### config.mk
export PLATFORM = sky130hd
export DESIGN_NAME = inst_fetch
export DESIGN_NICKNAME = d
export VERILOG_FILES = /design/src/rtl/riscv_pkg.sv /design/src/rtl/fetch_fifo.sv /design/src/rtl/inst_fetch.sv
export SDC_FILE = /design/constraint.sdc
export NUM_CORES = 1
export LEC_CHECK = 0
export ABC_AREA = 1
export CORE_ASPECT_RATIO = 2
export CORE_UTILIZATION = 52
export CTS_BUF_LIST = sky130_fd_sc_hd__clkbuf_16
export DETAILED_ROUTE_END_ITERATION = 10
export DONT_BUFFER_PORTS = 1
export GPL_TIMING_DRIVEN = 0
export PLACE_DENSITY = 0.66
export SLEW_MARGIN = 20
export SYNTH_ARGS = -nofsm -noshare
export SYNTH_HDL_FRONTEND = slang
export SYNTH_SLANG_ARGS = --single-unit
### constraint.sdc
create_clock -name clk -period 4.7 [get_ports clk]
set_input_delay 0.94 -clock clk [delete_from_list [all_inputs] [get_ports clk]]
set_output_delay 0.94 -clock clk [all_outputs]
set_load 0.01 [all_outputs]
### src/rtl/riscv_pkg.sv
// Shared RV32I front-end definitions: NOP encoding, opcodes, fetch FSM states
// and the default reset PC.
package riscv_pkg;

    localparam logic [31:0] NOP_INST         = 32'h0000_0013;
    localparam logic [31:0] DEFAULT_RESET_PC = 32'h0000_0000;

    localparam logic [6:0] OPC_LOAD   = 7'b0000011;
    localparam logic [6:0] OPC_OP     = 7'b0110011;
    localparam logic [6:0] OPC_OP_IMM = 7'b0010011;

    typedef enum logic [1:0] {
        IDLE,
        REQ,
        WAIT
    } fetch_state_t;

endpackage

### src/rtl/fetch_fifo.sv
// Synchronous in-order instruction buffer with push/pop/flush; a push while
// full is accepted when a pop frees the slot in the same cycle.
module fetch_fifo
    import riscv_pkg::*;
#(
    parameter int WIDTH = 64,
    parameter int DEPTH = 2,
    localparam int AW    = $clog2(DEPTH),
    localparam int CNT_W = $clog2(DEPTH) + 1
) (
    input  logic             clk,
    input  logic             rst,
    input  logic             push,
    input  logic [WIDTH-1:0] push_data,
    input  logic             pop,
    input  logic             flush,
    output logic [WIDTH-1:0] pop_data,
    output logic             full,
    output logic             empty,
    output logic [CNT_W-1:0] count
);

    logic [WIDTH-1:0] mem [DEPTH];
    logic [AW-1:0]    wr_ptr;
    logic [AW-1:0]    rd_ptr;
    logic [CNT_W-1:0] cnt;
    logic             push_ok;
    logic             pop_ok;

    assign full     = (cnt == CNT_W'(DEPTH));
    assign empty    = (cnt == '0);
    assign count    = cnt;
    assign pop_data = mem[rd_ptr];
    assign push_ok  = push && (!full || pop);
    assign pop_ok   = pop && !empty;

    always_ff @(posedge clk) begin
        if (rst || flush) begin
            wr_ptr <= '0;
            rd_ptr <= '0;
            cnt    <= '0;
        end else begin
            if (push_ok) wr_ptr <= wr_ptr + AW'(1);
            if (pop_ok)  rd_ptr <= rd_ptr + AW'(1);
            cnt <= cnt + CNT_W'(push_ok) - CNT_W'(pop_ok);
        end
    end

    // Storage is data only; validity is tracked by the pointers above.
    always_ff @(posedge clk) begin
        if (push_ok && !flush) mem[wr_ptr] <= push_data;
    end

endmodule

### src/rtl/inst_fetch.sv
// Instruction fetch stage: PC, single-outstanding imem handshake, buffer toward
// the decoder, redirect squashing. FETCH_PERF_CNT_EN adds saturating counters.
module inst_fetch
    import riscv_pkg::*;
#(
    parameter int                ADDR_W     = 32,
    parameter int                FIFO_DEPTH = 2,
    parameter logic [ADDR_W-1:0] RESET_PC   = ADDR_W'(DEFAULT_RESET_PC)
) (
    input  logic              clk,
    input  logic              rst,
    output logic              imem_req,
    output logic [ADDR_W-1:0] imem_addr,
    input  logic              imem_gnt,
    input  logic              imem_rvalid,
    input  logic [31:0]       imem_rdata,
    input  logic              redirect_valid,
    input  logic [ADDR_W-1:0] redirect_pc,
    output logic              inst_valid,
    input  logic              inst_ready,
    output logic [31:0]       inst,
    output logic [ADDR_W-1:0] inst_pc
`ifdef FETCH_PERF_CNT_EN
    ,
    output logic [31:0]       perf_fetched,
    output logic [31:0]       perf_stall
`endif
);

    localparam int CNT_W = $clog2(FIFO_DEPTH) + 1;
    localparam int ENT_W = ADDR_W + 32;

    fetch_state_t      state, state_d;
    logic [ADDR_W-1:0] pc, pc_d;
    logic [ADDR_W-1:0] req_pc;
    logic              drop, drop_d;
    logic              outstanding;
    logic              push, pop, flush;
    logic              fifo_full, fifo_empty;
    logic [CNT_W-1:0]  fifo_count;
    logic [ENT_W-1:0]  head;
    logic [31:0]       hold_inst;
    logic [ADDR_W-1:0] hold_pc;
    logic [ADDR_W-1:0] redirect_tgt;
    logic [1:0]        unused_redirect_lsbs;

    assign redirect_tgt         = {redirect_pc[ADDR_W-1:2], 2'b00};
    assign unused_redirect_lsbs = redirect_pc[1:0];
    assign imem_addr            = pc;

    // outstanding: a granted request whose rvalid is still to come after this edge.
    always_comb begin
        state_d     = state;
        pc_d        = pc;
        drop_d      = drop;
        push        = 1'b0;
        imem_req    = 1'b0;
        outstanding = 1'b0;
        flush       = redirect_valid;
        pop         = !fifo_empty && inst_ready;
        case (state)
            IDLE: begin
                // After a reset mid-WAIT the stale response must land before refetching.
                outstanding = drop && !imem_rvalid;
                if (drop) begin
                    if (imem_rvalid) drop_d = 1'b0;
                end else if (!fifo_full) begin
                    state_d = REQ;
                end
            end
            REQ: begin
                imem_req = 1'b1;
                if (imem_gnt) begin
                    pc_d        = pc + ADDR_W'(4);
                    state_d     = WAIT;
                    outstanding = 1'b1;
                end
            end
            WAIT: begin
                outstanding = !imem_rvalid;
                if (imem_rvalid) begin
                    push   = !drop;
                    drop_d = 1'b0;
                    if (int'(fifo_count) + int'(!drop) - int'(pop) < FIFO_DEPTH)
                        state_d = REQ;
                    else
                        state_d = IDLE;
                end
            end
            default: state_d = IDLE;
        endcase
        if (redirect_valid) begin
            pc_d    = redirect_tgt;
            push    = 1'b0;
            pop     = 1'b0;
            drop_d  = outstanding;
            state_d = outstanding ? WAIT : REQ;
        end
    end

    always_ff @(posedge clk) begin
        if (rst) begin
            state <= IDLE;
            pc    <= RESET_PC;
            drop  <= outstanding;
        end else begin
            state <= state_d;
            pc    <= pc_d;
            drop  <= drop_d;
        end
    end

    always_ff @(posedge clk) begin
        if (state == REQ && imem_gnt) req_pc <= pc;
    end

    fetch_fifo #(
        .WIDTH (ENT_W),
        .DEPTH (FIFO_DEPTH)
    ) u_fifo (
        .clk       (clk),
        .rst       (rst),
        .push      (push),
        .push_data ({req_pc, imem_rdata}),
        .pop       (pop),
        .flush     (flush),
        .pop_data  (head),
        .full      (fifo_full),
        .empty     (fifo_empty),
        .count     (fifo_count)
    );

    // Last presented entry is kept so inst/inst_pc stay defined while empty.
    always_ff @(posedge clk) begin
        if (rst) begin
            hold_inst <= NOP_INST;
            hold_pc   <= RESET_PC;
        end else if (!fifo_empty) begin
            hold_inst <= head[31:0];
            hold_pc   <= head[ENT_W-1:32];
        end
    end

    assign inst_valid = !fifo_empty;
    assign inst       = fifo_empty ? hold_inst : head[31:0];
    assign inst_pc    = fifo_empty ? hold_pc : head[ENT_W-1:32];

`ifdef FETCH_PERF_CNT_EN
    function automatic logic [31:0] sat_inc(input logic [31:0] v);
        return (v == 32'hFFFF_FFFF) ? v : v + 32'd1;
    endfunction

    always_ff @(posedge clk) begin
        if (rst) begin
            perf_fetched <= '0;
            perf_stall   <= '0;
        end else begin
            if (push)        perf_fetched <= sat_inc(perf_fetched);
            if (!inst_valid) perf_stall   <= sat_inc(perf_stall);
        end
    end
`endif

endmodule

==> run_results.csv <==
group,metric,value,unit
route,drt_iter0_markers,246,
flow_run,maxCapViolCount,0,
route,viasPerCell,5.35,
floorplan,rows,73,
clock_tree,cts_root_buf,"clkbuf_16",
setup_path,critical_path_buf_inv_count,3,
logic_synthesis,synthCells,1054,
clock_tree,cts_hold_buf,0,
placement,dpl.cell_count,1321,
logic_synthesis,ys.flop_type,"edfxtp_1",
power,p_leak,4.32,nW
setup_path,cp_cell_sequence,"buf_2, inv_2, clkbuf_1, nand2_1, a21oi_1",
placement,preCtsSetupSlack,1.85,ns
global_route,grt_max_degree,40,
floorplan,die_x,102,um
power,powerDensity,384,nW/um^2
setup_path,startpoint_type,"register",
final_layout,final_layout_size_suffix_gt1_share,9.91,%
final_layout,fillers,1741,
clock_tree,post_cts_resized,0,
route,route.detailed.drc,0,
logic_synthesis,syn_area,10500,um^2
timing,slew_headroom,40.8,%
clock_tree,cts_buffers,23,
timing,slew_viol_final,0,
floorplan,placeableCoreArea,19800,um^2
setup_path,slowest_stage,"a21oi_1",
logic_synthesis,synth_enable_flop_cells,155,
setup_path,cp.required,3.76,ns
logic_synthesis,synth-async-reset-ratio,0,%
timing,setup_viol,0,
clock_tree,cts_buffer_depth,3,
logic_synthesis,synth_area_leader_cell,"edfxtp_1",
logic_synthesis,synth.avg_cell_area,9.94,um^2
final_layout,final_net_count,1161,
status,status,"completed",
floorplan,die_area,20800,um^2
logic_synthesis,ys_ff_latch,256,
setup_path,critical_path_arrival,2.12,ns
route,wirelength,25100,um
clock_tree,htree_num_levels,1,
setup_path,cp-end-kind,"output pin",
timing,hold_violations,0,
setup_path,max_stage_delay,0.44,ns
global_route,grt.total_usage,24.8,%
setup_path,critPathTopFamily,"buffers and inverters",
clock_tree,path_clk_slew,0.06,ns
floorplan,start_util,52.9,%
route,vias,7282,
logic_synthesis,yosys_warnings,0,
clock_tree,cts_sinks,256,
setup_path,worstPathMaxFanout,10,
final_layout,fin_area,11600,um^2
global_route,antenna_found_initial,0,
placement,portBuffers,0,
route,first_pass_iters,5,
global_route,grt_pass1_wl,38600,um
clock_tree,cts_tree,"done",
floorplan,io_pins,168,
timing,max_freq,327,MHz
clock_tree,postCtsSetupRepairBufs,0,
floorplan,fp.dieH,203,um
placement,gp_congestion,0.965,
power,peakVddDrop,0.000272,V
logic_synthesis,ys_top_cells_by_area,"edfxtp_1 (44%), dfxtp_1 (19%), nand2_1 (7.1%), a21oi_1 (6.3%), nor2_1 (5.4%)",
min_path,hold_path.class,"register to register",
final_layout,post-route-util,58.6,%
logic_synthesis,synth_cell_types,40,
timing,fin_crit_sh,65.1,%
timing,fin_ws,1.64,ns
logic_synthesis,seq_area_frac_synth,63.7,%
logic_synthesis,yosysMostFrequentCell,"nand2_1",
route,ant_nets,0,
placement,placed_cell_area,10900,um^2
clock_tree,clock_latency,0.51,ns
final_layout,syn_to_final_growth,10.9,%
timing,rsz0062_at_grt,"no",
timing,finClkSkew,0.0210,ns
logic_synthesis,ys_top_cells_by_count,"nand2_1 (198), edfxtp_1 (155), nor2_1 (152)",
global_route,gr-total-overflow,0,
placement,dp_hpwl,18400,um
global_route,grt_pass1_vias,7257,
final_layout,final_cells,1362,
timing,tightest_slew,0.888,ns
timing,period_minus_slack,3.06,ns
logic_synthesis,yosys.area.top_type_share,44.4,%
setup_path,worstSetupPathType,"register to output pin",
final_layout,n_antenna_cell,0,
route,avgRoutedWirePerCell,18.5,um
flip-flops by register name, summed over array words and instances (netlist names), named ones only:
signal and cells:
drop 1, hold_inst 32, hold_pc 32, imem_addr 30
req_pc 30, state 2, u_fifo.count 2, u_fifo.mem 124
u_fifo.rd_ptr 1, u_fifo.wr_ptr 1
kinds of logic after synthesis:
family	Yosys count	synth area share (%)
AO/OA/AOI/OAI	179	9.58
XOR/XNOR	3	0.251
adder cells (fa/ha/maj)	7	0.907
buffers and inverters	111	4.48
flip-flops	256	63.7
other	1	0.0358
AND/OR/NAND/NOR	497	21.0
per-stage QoR:
stage	power, mW	hold WS [ns]	TNS (ns)
floorplan	2.67	0.421	0
global placement	2.74	0.423	-175.23
finish	4.46	0.441	0
CTS	4.50	0.441	0
global route	4.61	0.449	0
detailed placement	2.75	0.430	0
cells in the final DEF, fill, tap and decap left out, types with 6 or more instances in the layout:
cell / instances
nor2_2: 9
ha_1: 6
and2_1: 60
clkbuf_16: 23
nor2_4: 7
o21ai_0: 11
nor3_1: 10
buf_2: 15
a21oi_2: 20
edfxtp_1: 155
nand2_1: 198
dfxtp_1: 101
nand3_1: 45
inv_1: 59
clkbuf_1: 23
a21oi_1: 131
nor2_1: 150
worst reg2reg max path, cell delays in order, from the launching register on:
cell     delay, ns
dfxtp_1       0.51
nor2_4        0.14
nor2_1        0.25
o21ai_1       0.21
nor2_4        0.57
buf_12        0.28
buf_16        0.20
metal layers:
layer	up-vias	global-route usage, %	wire, um
met1	3373	24.4	8470
met5	-	0	0
met4	0	13.1	1240
li1	3584	-	-
met3	69	4.72	1660
met2	256	47.0	13800
final timing paths:
kind	end	slack (ns)	cells after the start	from
min reg2reg	u_fifo.mem[1][41]	0.44	0	req_pc[9]
max reg2reg	u_fifo.mem[0][57]	2.26	6	u_fifo.count[1]
min	u_fifo.mem[1][41]	0.44	0	req_pc[9]
max	inst_pc[20]	1.64	5	register
report_power, final:
| part | switching, mW | leakage, nW | total, mW | internal (mW) |
|---|---|---|---|---|
| combinational | 0.145 | 1.73 | 0.203 | 0.0581 |
| clock | 0.802 | 0.360 | 1.76 | 0.956 |
| sequential | 0.0606 | 2.23 | 2.50 | 2.44 |
area by class of cell:
class / instances / area (um^2) / area share (%)
flip-flops and latches: 256 / 6680 / 57.5
multi-input cells: 688 / 3350 / 28.9
clock buffers: 23 / 576 / 4.95
well taps: 262 / 328 / 2.82
plain buffers: 50 / 240 / 2.07
inverters: 61 / 229 / 1.97
clock inverters: 18 / 130 / 1.12
repair buffers: 4 / 87.6 / 0.754
Note: power is estimated with default switching activity, not from simulation.
